[config.mk]
export PLATFORM = sky130hd
export DESIGN_NAME = dpd_codec_stream
export DESIGN_NICKNAME = d
export VERILOG_FILES = /design/src/rtl/dpd_pkg.sv /design/src/rtl/dpd_codec_digit.sv /design/src/rtl/dpd_codec_stream.sv
export SDC_FILE = /design/constraint.sdc
export NUM_CORES = 1
export LEC_CHECK = 0
export CORE_MARGIN = 3
export CORE_UTILIZATION = 29
export DETAILED_ROUTE_END_ITERATION = 10
export HOLD_SLACK_MARGIN = 0.05
export MAX_ROUTING_LAYER = met4
export SKIP_LAST_GASP = 1
export SYNTH_ARGS = -nofsm -noshare
export SYNTH_HDL_FRONTEND = slang
export SYNTH_SLANG_ARGS = --single-unit
[constraint.sdc]
create_clock -name clk -period 2.9 [get_ports clk]
set_input_delay 0.725 -clock clk [delete_from_list [all_inputs] [get_ports clk]]
set_output_delay 0.725 -clock clk [all_outputs]
set_load 0.01 [all_outputs]
[src/rtl/dpd_pkg.sv]
// Shared types and Densely-Packed-Decimal conversion helpers for the DPD codec.
// Bit naming follows Cowlishaw: DPD = p q r s t u v w x y, BCD digits = abcd efgh ijkm.
package dpd_pkg;

  typedef logic [11:0] bcd3_t;
  typedef logic [9:0]  dpd_t;

  typedef enum logic {
    DPD_DEC = 1'b0,
    DPD_ENC = 1'b1
  } dpd_mode_e;

  // s,t,v,w,x all set selects the "three large digits" row where p,q are unused
  localparam dpd_t DPD_NC_MASK = 10'b00_0110_1110;
  localparam dpd_t DPD_PQ_MASK = 10'b11_0000_0000;

  function automatic logic dpd_noncanon(input dpd_t d);
    return ((d & DPD_NC_MASK) == DPD_NC_MASK) && ((d & DPD_PQ_MASK) != 10'h000);
  endfunction

  function automatic logic bcd_invalid(input bcd3_t b);
    return (b[11:8] > 4'd9) || (b[7:4] > 4'd9) || (b[3:0] > 4'd9);
  endfunction

  function automatic bcd3_t dpd_decode(input dpd_t d);
    bcd3_t b;
    b = 12'h000;
    if (d[3] == 1'b0) begin
      b = {1'b0, d[9:7], 1'b0, d[6:4], 1'b0, d[2:0]};
    end else begin
      case (d[2:1])
        2'b00:   b = {1'b0, d[9:7], 1'b0, d[6:4], 3'b100, d[0]};
        2'b01:   b = {1'b0, d[9:7], 3'b100, d[4], 1'b0, d[6:5], d[0]};
        2'b10:   b = {3'b100, d[7], 1'b0, d[6:4], 1'b0, d[9:8], d[0]};
        2'b11: begin
          case (d[6:5])
            2'b00:   b = {3'b100, d[7], 3'b100, d[4], 1'b0, d[9:8], d[0]};
            2'b01:   b = {3'b100, d[7], 1'b0, d[9:8], d[4], 3'b100, d[0]};
            2'b10:   b = {1'b0, d[9:7], 3'b100, d[4], 3'b100, d[0]};
            2'b11:   b = {3'b100, d[7], 3'b100, d[4], 3'b100, d[0]};
            default: b = 12'h000;
          endcase
        end
        default: b = 12'h000;
      endcase
    end
    return b;
  endfunction

  // Row selected by the MSBs (a,e,i) of the three digits
  function automatic dpd_t dpd_encode(input bcd3_t b);
    dpd_t r;
    r = 10'h000;
    case ({b[11], b[7], b[3]})
      3'b000:  r = {b[10:8], b[6:4], 1'b0, b[2:0]};
      3'b001:  r = {b[10:8], b[6:4], 3'b100, b[0]};
      3'b010:  r = {b[10:8], b[2:1], b[4], 3'b101, b[0]};
      3'b011:  r = {b[10:8], 2'b10, b[4], 3'b111, b[0]};
      3'b100:  r = {b[2:1], b[8], b[6:4], 3'b110, b[0]};
      3'b101:  r = {b[6:5], b[8], 2'b01, b[4], 3'b111, b[0]};
      3'b110:  r = {b[2:1], b[8], 2'b00, b[4], 3'b111, b[0]};
      3'b111:  r = {2'b00, b[8], 2'b11, b[4], 3'b111, b[0]};
      default: r = 10'h000;
    endcase
    return r;
  endfunction

endpackage

[src/rtl/dpd_codec_digit.sv]
// Combinational single-declet codec: DPD->BCD decode or BCD->DPD encode.
module dpd_codec_digit
  import dpd_pkg::*;
(
  input  dpd_mode_e mode,
  input  bcd3_t     din,
  output bcd3_t     dout,
  output logic      err
);

  // Convert one declet; an invalid BCD digit blanks the whole declet
  always_comb begin
    dout = 12'h000;
    err  = 1'b0;
    case (mode)
      DPD_DEC: begin
        dout = dpd_decode(din[9:0]);
        err  = dpd_noncanon(din[9:0]);
      end
      DPD_ENC: begin
        if (bcd_invalid(din)) begin
          dout = 12'h000;
          err  = 1'b1;
        end else begin
          dout = {2'b00, dpd_encode(din)};
          err  = 1'b0;
        end
      end
      default: begin
        dout = 12'h000;
        err  = 1'b0;
      end
    endcase
  end

endmodule

[src/rtl/dpd_codec_stream.sv]
// Streaming N-declet DPD codec with a one- or two-stage elastic valid/ready pipeline
// and a sticky error flag covering every beat handed downstream.
module dpd_codec_stream
  import dpd_pkg::*;
#(
  parameter int N     = 11,
  parameter int PIPE2 = 1
) (
  input  logic            clk,
  input  logic            rst_n,
  input  logic            in_valid,
  output logic            in_ready,
  input  logic            in_mode,
  input  logic [N*12-1:0] in_data,
  output logic            out_valid,
  input  logic            out_ready,
  output logic            out_mode,
  output logic [N*12-1:0] out_data,
  output logic [N-1:0]    out_err,
  output logic            err_sticky,
  input  logic            clr_err
);

  localparam int W = N * 12;

  logic [W-1:0] conv_data_s;
  logic [N-1:0] conv_err_s;
  logic         in_ready_s;
  logic         s1_ready_s;
  logic         out_xfer_s;

  logic         ready_en_q, ready_en_d;
  logic         v0_q, v0_d;
  logic         mode0_q, mode0_d;
  logic [W-1:0] data0_q, data0_d;
  logic [N-1:0] err0_q, err0_d;
  logic         sticky_q, sticky_d;

  for (genvar g = 0; g < N; g++) begin : g_digit
    bcd3_t din_s;
    assign din_s = (in_mode == 1'b1) ? in_data[12*g +: 12] : {2'b00, in_data[10*g +: 10]};
    dpd_codec_digit u_digit (
      .mode (dpd_mode_e'(in_mode)),
      .din  (din_s),
      .dout (conv_data_s[12*g +: 12]),
      .err  (conv_err_s[g])
    );
  end

  // ready_en_q holds in_ready low until the first clock after reset release
  assign in_ready_s = ready_en_q & (~v0_q | s1_ready_s);
  assign in_ready   = in_ready_s;
  assign out_xfer_s = out_valid & out_ready;
  assign err_sticky = sticky_q;

  // Stage 0 next state: capture converted beat on input transfer
  always_comb begin
    ready_en_d = 1'b1;
    v0_d       = v0_q;
    mode0_d    = mode0_q;
    data0_d    = data0_q;
    err0_d     = err0_q;
    if (in_ready_s) begin
      v0_d = in_valid;
      if (in_valid) begin
        mode0_d = in_mode;
        data0_d = conv_data_s;
        err0_d  = conv_err_s;
      end else begin
        mode0_d = mode0_q;
        data0_d = data0_q;
        err0_d  = err0_q;
      end
    end else begin
      v0_d = v0_q;
    end
  end

  // Sticky error: a set in the same cycle as a clear wins
  always_comb begin
    sticky_d = sticky_q;
    if (out_xfer_s && (|out_err)) begin
      sticky_d = 1'b1;
    end else if (clr_err) begin
      sticky_d = 1'b0;
    end else begin
      sticky_d = sticky_q;
    end
  end

  // Stage 0, ready enable and sticky flag registers
  always_ff @(posedge clk or negedge rst_n) begin
    if (!rst_n) begin
      ready_en_q <= 1'b0;
      v0_q       <= 1'b0;
      mode0_q    <= 1'b0;
      data0_q    <= '0;
      err0_q     <= '0;
      sticky_q   <= 1'b0;
    end else begin
      ready_en_q <= ready_en_d;
      v0_q       <= v0_d;
      mode0_q    <= mode0_d;
      data0_q    <= data0_d;
      err0_q     <= err0_d;
      sticky_q   <= sticky_d;
    end
  end

  if (PIPE2 != 0) begin : g_pipe2
    logic         v1_q, v1_d;
    logic         mode1_q, mode1_d;
    logic [W-1:0] data1_q, data1_d;
    logic [N-1:0] err1_q, err1_d;

    assign s1_ready_s = ~v1_q | out_ready;

    // Stage 1 next state: take stage 0 whenever the output slot frees up
    always_comb begin
      v1_d    = v1_q;
      mode1_d = mode1_q;
      data1_d = data1_q;
      err1_d  = err1_q;
      if (s1_ready_s) begin
        v1_d = v0_q;
        if (v0_q) begin
          mode1_d = mode0_q;
          data1_d = data0_q;
          err1_d  = err0_q;
        end else begin
          mode1_d = mode1_q;
          data1_d = data1_q;
          err1_d  = err1_q;
        end
      end else begin
        v1_d = v1_q;
      end
    end

    // Stage 1 registers drive the outputs directly
    always_ff @(posedge clk or negedge rst_n) begin
      if (!rst_n) begin
        v1_q    <= 1'b0;
        mode1_q <= 1'b0;
        data1_q <= '0;
        err1_q  <= '0;
      end else begin
        v1_q    <= v1_d;
        mode1_q <= mode1_d;
        data1_q <= data1_d;
        err1_q  <= err1_d;
      end
    end

    assign out_valid = v1_q;
    assign out_mode  = mode1_q;
    assign out_data  = data1_q;
    assign out_err   = err1_q;
  end else begin : g_pipe1
    assign s1_ready_s = out_ready;
    assign out_valid  = v0_q;
    assign out_mode   = mode0_q;
    assign out_data   = data0_q;
    assign out_err    = err0_q;
  end

endmodule

==> results.toml <==
[timing]
fin_crit_ns = 2.77
max_freq_mhz = 361
worst_pin_slew_ns = 0.591
max-slew-margin-rel = 0.595
skew_ns = 0.0119
hold_viol = 0
finalWorstSetupSlack_ns = 0.132
drv_slew = 0
fin_tns_setup_ns = 0
rsz0062_at_grt = "no"
setup_viol = 0
period_share = 0.954

[drt]
dr.first_iter.drc_count = 1319
drc = 0
avgViaCountPerCell = 5.41
post_drt_wl_per_cell_microns = 20.9
via_count = 15600
drtAntennaViolNets = 0
firstDrtPassIters = 7
drt_wl_total_microns = 60200

[worst_setup_path]
crit_fanout = 3
worstPathRequired_ns = 2.17
reg2regPathDepth = 6
crit_arrival_ns = 2.04
crit_path_start_kind = "input pin"
worst-setup-path-type = "input pin to output pin"
crit_path_end_kind = "output pin"
timing.rr.end = "data0_q[6]$_DFFE_PN0P_"
crit-reg2reg-launch = "v0_q$_DFFE_PN0P_"
reg2reg_setup_slack_ns = 1.11

[layout]
area_growth_syn_to_layout_pct = 33.6
drive_gt1_frac = 0.188
fin_area_sq_mm = 0.0225
nNetsFinal = 2240
fin_cells = 2880

[clock_network]
clock_tree.buffer_depth = 3
cts_tree = "built"
cts_buffers = 37
ctsHoldBuffers = 0
cts-root-buf = "clkbuf_16"
cts_setup_buffers = 0
path_clk_slew_ns = 0.06
htree_num_levels = 2
clock_latency_ns = 0.54
clock-sinks = 292
ctsResizeCount = 0

[synthesis]
synth_top_area_frac = 0.433
yosys.area.top_type = "dfrtp_1"
ys_seq_area_frac = 0.433
syn_inst = 1791
synth_edf_count = 0
synth_area_sq_mm = 0.0169
avgSynthCellArea_sq_um = 9.41
async_flop_share = 1.00
synth_seq_cells = 292
synth_warnings = 0
synthFlopType = "dfrtp_1"
yosysMostFrequentCell = "dfrtp_1"
synthDistinctLibCells = 95
synthTopCellsByCount = "292 x dfrtp_1, 162 x nand2_1, 157 x mux2_2"
synth_nets = 1929
synthTopCellsByArea = "dfrtp_1 43%, mux2_2 10%, nand2_1 3.6%, nor2_1 3.5%, o21ai_0 3.0%"

[outcome]
outcome = "finished clean"

[die]
num_rows = 87
pin_count = 285
initial_utilization = 0.296
dieArea_sq_mm = 0.0611
die_h_microns = 247
core_area_sq_mm = 0.0569
dieWidth_microns = 247

[global_route]
grt_antenna_before_repair = 2
gr-total-overflow = 0
grt_max_degree = 69
grt_first_pass_wirelength_microns = 92100
grt_pass1_vias = 15700
gr-usage-all-layers = 0.198

[pwr]
p_leak_uw = 0.00931
ir_drop_mv = 0.306
totalPowerFinal_uw = 15600
power.density_mw_per_mm2 = 693

[placed_design]
routabilityCongestion = 0.877
portBuffers = 284
hpwl_microns = 44300
dpl_worst_slack_ns = 0.147
dp_cells = 2819
dpl_cell_area_sq_mm = 0.0212

[flow_run]
timing.max_cap.violations = 0

[worst_hold_path]
min_path_type = "input pin to async pin"
worst max-delay path by stage:
stage / startpoint / end / slack, ns / depth (start not counted)
floorplan: in_mode / data0_q[114]$_DFFE_PN0P_ / 0.79 / 8
global placement: out_ready / in_ready / 0.14 / 4
detailed placement: out_ready / in_ready / 0.15 / 4
CTS: out_ready / in_ready / 0.14 / 4
global route: out_ready / in_ready / 0.07 / 4
finish: out_ready / in_ready / 0.13 / 4
layout make-up:
class	count	area, sq um
Fill cell	5647	34400
Multi-Input combinational cell	1298	8660
Sequential cell	292	7310
Timing Repair Buffer	432	4160
Clock buffer	42	975
Tap cell	756	946
Clock inverter	18	307
Inverter	41	155
Antenna cell	1	2.50
through the flow:
stage	util	hold WS, ns
global route	0.396	0.189
global placement	0.373	0.455
floorplan	-	0.429
detailed placement	0.373	0.459
CTS	0.396	0.166
finish	0.396	0.175
critical path, stage by stage:
cell	delay, ns
clkdlybuf4s50_1	0.50
nand3b_1	0.14
and2_1	0.15
clkdlybuf4s50_1	0.54
registers in the layout, indices dropped and copies added (netlist names), 11 cells and up:
register	count
out_data	132
out_err	11
err0_q	11
data0_q	132
power breakdown:
part	total (uW)	internal, uW	leakage, uW	switching, uW
sequential	5850	5160	0.00361	697
clock	4950	3110	0.000614	1830
combinational	4800	2670	0.00508	2120
cells by family after synthesis:
logic type / after synthesis / synth area share
AOI/OAI and AO/OA: 527 / 0.212
and+or+nand+nor: 566 / 0.165
muxes: 202 / 0.134
buffers and inverters: 201 / 0.0543
other: 1 / 0.000222
DFF: 292 / 0.433
xor gates and xnor gates: 2 / 0.00104
metal layers:
layer	share of wire	GRT usage
met1	0.45	0.263
met2	0.47	0.313
met3	0.064	0.0323
met4	0.025	0.0565
met5	0	-
cell usage in the layout, fill, tap and decap left out, drive strengths merged, types with 7 or more instances in the layout:
cell,instances
dfrtp,292
clkdlybuf4s50,282
nand2,162
mux2,160
nor2,157
buf,149
o21ai,138
a21oi,89
nand3,66
a31oi,51
clkbuf,43
mux2i,42
inv,41
nor2b,41
a221oi,29
nor3,28
o211ai,25
nand2b,21
a32oi,21
nand3b,18
o22ai,17
o31ai,16
nor3b,14
and3,14
a211oi,13
a2bb2oi,11
o221ai,11
a22o,9
a21o,8
a22oi,8
nand4,8
bufinv,8
and2,7
a32o,7
o2111ai,7
a211o,7
Power figures use the tool's default switching activity.
==> variant 1, RTL diff (same flow settings) <==
Take the reset off `data0_q` and load it in a clocked block of its own.
--- a/src/rtl/dpd_codec_stream.sv
+++ b/src/rtl/dpd_codec_stream.sv
@@ -94,17 +94,19 @@
       ready_en_q <= 1'b0;
       v0_q       <= 1'b0;
       mode0_q    <= 1'b0;
-      data0_q    <= '0;
       err0_q     <= '0;
       sticky_q   <= 1'b0;
     end else begin
       ready_en_q <= ready_en_d;
       v0_q       <= v0_d;
       mode0_q    <= mode0_d;
-      data0_q    <= data0_d;
       err0_q     <= err0_d;
       sticky_q   <= sticky_d;
     end
+  end
+
+  always_ff @(posedge clk) begin
+    data0_q <= data0_d;
   end
 
   if (PIPE2 != 0) begin : g_pipe2
Formal check against the unedited RTL: no difference found for any inputs over 4 cycles, from zero or initial values and one cycle with rst_n low; that may be too few to reach the edited logic, so the function may still have changed.
==> variant 1 against the original RTL <==
  * Total power is 9.7% lower
  * Non-clock buffer count is 72 lower
  * Critical path depth unchanged
  * Die area down 6.7%
  * Sequential cell count unchanged
  * Largest power group unchanged
  * Maximum frequency down 0.14%
  * Via count decreased by 17%
  * Synthesized area fell by 6.8%
  * Sequential share of layout area rose by 5.9 points
  * Final area shrank 7.8%
  * Worst setup slack worse by 0.0039 ns
  * Routed wire length down 18%
  * Core utilization fell by 0.44 points
  * Register-to-register slack improved by 0.16 ns
==> variant 1: results <==
metrics = {
    "status": {
        "status": "completed",
    },
    "synthesis": {
        "synth_compound_area_share_pct": 17.2,
        "syn_nets": 1594,
        "synthAdderAreaFrac_pct": 0.0637,
        "yosysSeqAreaShare_pct": 50.7,
        "muxShareOfSynthArea_pct": 13.3,
        "ys_top_cells_by_count": "160 x dfrtp_1, 156 x mux2_2, 132 x edfxtp_1",
        "synth-edff-count": 132,
        "synthTopCellsByArea": "dfrtp_1 25%, edfxtp_1 25%, mux2_2 11%",
        "synthArstFlopShare_pct": 54.8,
        "synthXorXnorAreaFrac_pct": 0.279,
        "synth_cells": 1456,
    },
    "placed_design": {
        "place_area_um2": 19500,
        "hpwl_um": 36200,
        "gp_congestion": 0.878,
    },
    "cells_and_area": {
        "final_cells": 2443,
        "nFillCells": 5092,
        "multi_input_gates": 989,
        "multi_input_area_um2": 6950,
        "inverters": 51,
        "utilization_pct": 39.1,
        "antennaDiodeCount": 0,
        "nClkBuffers": 45,
        "n_all_buffers": 360,
    },
    "sta": {
        "tightest_slew_ns": 0.673,
        "skew_ns": 0.00993,
        "fin_ws_ns": 0.128,
    },
    "route": {
        "dr.pass1.iters": 5,
        "dr_wl_met3_um": 3370,
        "wirelength_met1_um": 22200,
        "routed_wl_um": 49600,
        "vias": 13000,
        "first_iter_violations": 955,
    },
    "grt": {
        "grt_util_all_layers_pct": 17.3,
        "met1_usage_pct": 23.4,
        "use_met3_pct": 3.28,
        "antenna_found_initial": 0,
        "grt.met2_usage_pct": 26.6,
    },
    "power": {
        "internal_power_uw": 10200,
        "vdd_ir_drop_max_uv": 354,
    },
    "worst_setup_path": {
        "regToRegSetupSlack_ns": 1.27,
        "rr_endpoint": "out_data[112]$_DFFE_PN0P_",
    },
    "cts": {
        "cts_inserted_buffers": 35,
    },
    "die": {
        "die_w_um": 239,
    },
}
-- variant 1: cell count changes after synthesis, sizes merged, moves of 18 or more --
cell	delta
dfrtp	-132
a221oi	-28
a21oi	-36
nand2	-54
nor2	-99
a31oi	-24
nor2b	-18
edfxtp	+132
nand3	-35
clkbuf	-43
-- variant 1: power by group through the flow --
stage / Sequential, uW / Clock [uW] / Combinational, uW
6_report: 5580 / 4680 / 3820
3_5_place_dp: 5680 / 0 / 3840
2_1_floorplan: 5830 / 0 / 1480
5_1_grt: 5680 / 4990 / 4100
3_3_place_gp: 5660 / 0 / 3820
4_1_cts: 5610 / 4850 / 3860
-- variant 1: worst reg2reg max path, cell delays in order (launching register included) --
cell and delay, ns:
dfrtp_1 0.39, nand2b_1 0.14, nand2_4 0.30, buf_12 0.28, mux2_2 0.40
==> variant 2, RTL diff (same flow settings) <==
Made on the original files. Set the parameter `N` to 22 (it was 11).
--- a/src/rtl/dpd_codec_stream.sv
+++ b/src/rtl/dpd_codec_stream.sv
@@ -3,7 +3,7 @@
 module dpd_codec_stream
   import dpd_pkg::*;
 #(
-  parameter int N     = 11,
+  parameter int N     = 22,
   parameter int PIPE2 = 1
 ) (
   input  logic            clk,
Ports: changed (resized in_data, out_data and out_err); port bits go from 285 to 560. The function was not compared with the original's and may differ.
==> variant 2 against the original RTL <==
  * Register-to-register slack lost 0.50 ns
  * Sequential cell count increased by 286
  * Total power up 100%
  * Worst setup slack gained 0.013 ns
  * Sequential share of layout area down 0.48 points
  * Routed wire length rose by 130%
  * Final area up 100%
  * Clock skew is 0.010 ns higher
  * Synthesized area rose by 98%
  * Highest routed layer unchanged
==> variant 2: results <==
metrics = {
    "placed_design": {
        "dp.cells": 5650,
        "dp_slack_ns": -0.155,
        "gp_congestion": 0.950,
        "hpwl_um": 107000,
        "port_buffers": 559,
    },
    "cts": {
        "path_clk_slew_ns": 0.06,
        "cts_inserted_buffers": 71,
        "h-tree-depth": 3,
        "ctsResizeCount": 0,
        "ctsHoldBuffers": 1,
        "clk_latency_ns": 0.65,
    },
    "worst_setup_path": {
        "regToRegSetupSlack_ns": 0.61,
        "reg2reg_from": "out_err[19]$_DFFE_PN0P_",
        "cp_max_fo": 3,
        "max_stage_delay_ns": 0.54,
        "rr_endpoint": "err_sticky$_DFFE_PN0P_",
        "crit_arrival_ns": 2.03,
    },
    "power": {
        "power_clock_uw": 9560,
        "power_leakage_uw": 0.0189,
        "vdd_ir_drop_max_uv": 418,
        "p_switching_uw": 9790,
        "pg_seq_uw": 11800,
    },
    "synthesis": {
        "syn_nets": 3809,
        "muxShareOfSynthArea_pct": 14.1,
        "synthXorXnorAreaFrac_pct": 0.0787,
        "ys_top_cells_by_count": "578 x dfrtp_1, 341 x nand2_1, 317 x mux2_2",
        "synth_compound_area_share_pct": 21.2,
        "synthAdderAreaFrac_pct": 0,
        "synth_cells": 3539,
        "yosysUniqueCellTypes": 98,
        "yosysSeqAreaShare_pct": 43.3,
        "synthTopCellsByArea": "dfrtp_1 43%, mux2_2 11%, nand2_1 3.8%",
        "synthArstFlopShare_pct": 100,
    },
    "cells_and_area": {
        "nNetsFinal": 4494,
        "nFillCells": 11200,
        "final_cells": 5800,
        "drive_gt1_share_pct": 19.7,
    },
    "grt": {
        "antenna_found_initial": 27,
        "grt_pass1_vias": 31200,
        "grt_max_degree": 86,
        "grt_pass1_wl_um": 208000,
        "grt_util_all_layers_pct": 23.3,
    },
    "route": {
        "avgRoutedWirePerCell_um": 24.1,
        "via_per_inst": 5.52,
        "dr.pass1.iters": 6,
        "first_iter_violations": 3176,
    },
    "min_path": {
        "min_path_type": "reg2reg",
        "min_to": "data0_q[10]$_DFFE_PN0P_",
        "hold_path_depth": 2,
    },
    "sta": {
        "tightest_slew_ns": 0.827,
        "skew_ns": 0.0219,
    },
    "status": {
        "status": "completed",
    },
}
==> variant 2: worst max-delay path by stage <==
stage / to / cells past startpoint
3_5_place_dp: data0_q[169]$_DFFE_PN0P_ / 6
5_1_grt: in_ready / 4
3_3_place_gp: data0_q[169]$_DFFE_PN0P_ / 6
2_1_floorplan: data0_q[161]$_DFFE_PN0P_ / 7
6_report: in_ready / 4
4_1_cts: out_err[19] / 1
==> variant 2: worst register-to-register path, delay by kind of cell, from the launching register on <==
family / cells / cell delay (ns)
buf+inv: 2 / 0.48
simple gates: 3 / 1.06
flops: 1 / 0.55
compound gates: 1 / 0.07
==> variant 2: final cells by class <==
class	instances	share of cell area (%)
antenna	22	0.122
clock buffer	97	4.46
clock inverter	30	1.01
inverter	71	0.600
multi-input combinational	2568	37.9
sequential	578	32.0
tap	1500	4.15
timing repair buffer	934	19.8
==> variant 2: metrics by stage <==
step | util, % | total power [uW] | instance area, um2 | hold slack, ns
after global placement | 37.6 | 21700 | 42700 | 0.450
after CTS | 39.8 | 31500 | 45200 | 0.466
after floorplan | - | 15700 | 33400 | 0.429
final | 39.9 | 31200 | 45200 | 0.458
after global routing | 39.9 | 32600 | 45200 | 0.498
after detailed placement | 37.6 | 21800 | 42700 | 0.453
==> variant 2: layer usage <==
metal / wire length (um) / global-route usage, % / up-vias / part of all wire [%]
li1: - / - / 14500 / -
met1: 60700 / 30.4 / 15800 / 43
met2: 65200 / 36.7 / 1401 / 47
met3: 9780 / 3.91 / 221 / 7.0
met4: 4240 / 7.87 / 0 / 3.0
met5: 0 / - / - / 0
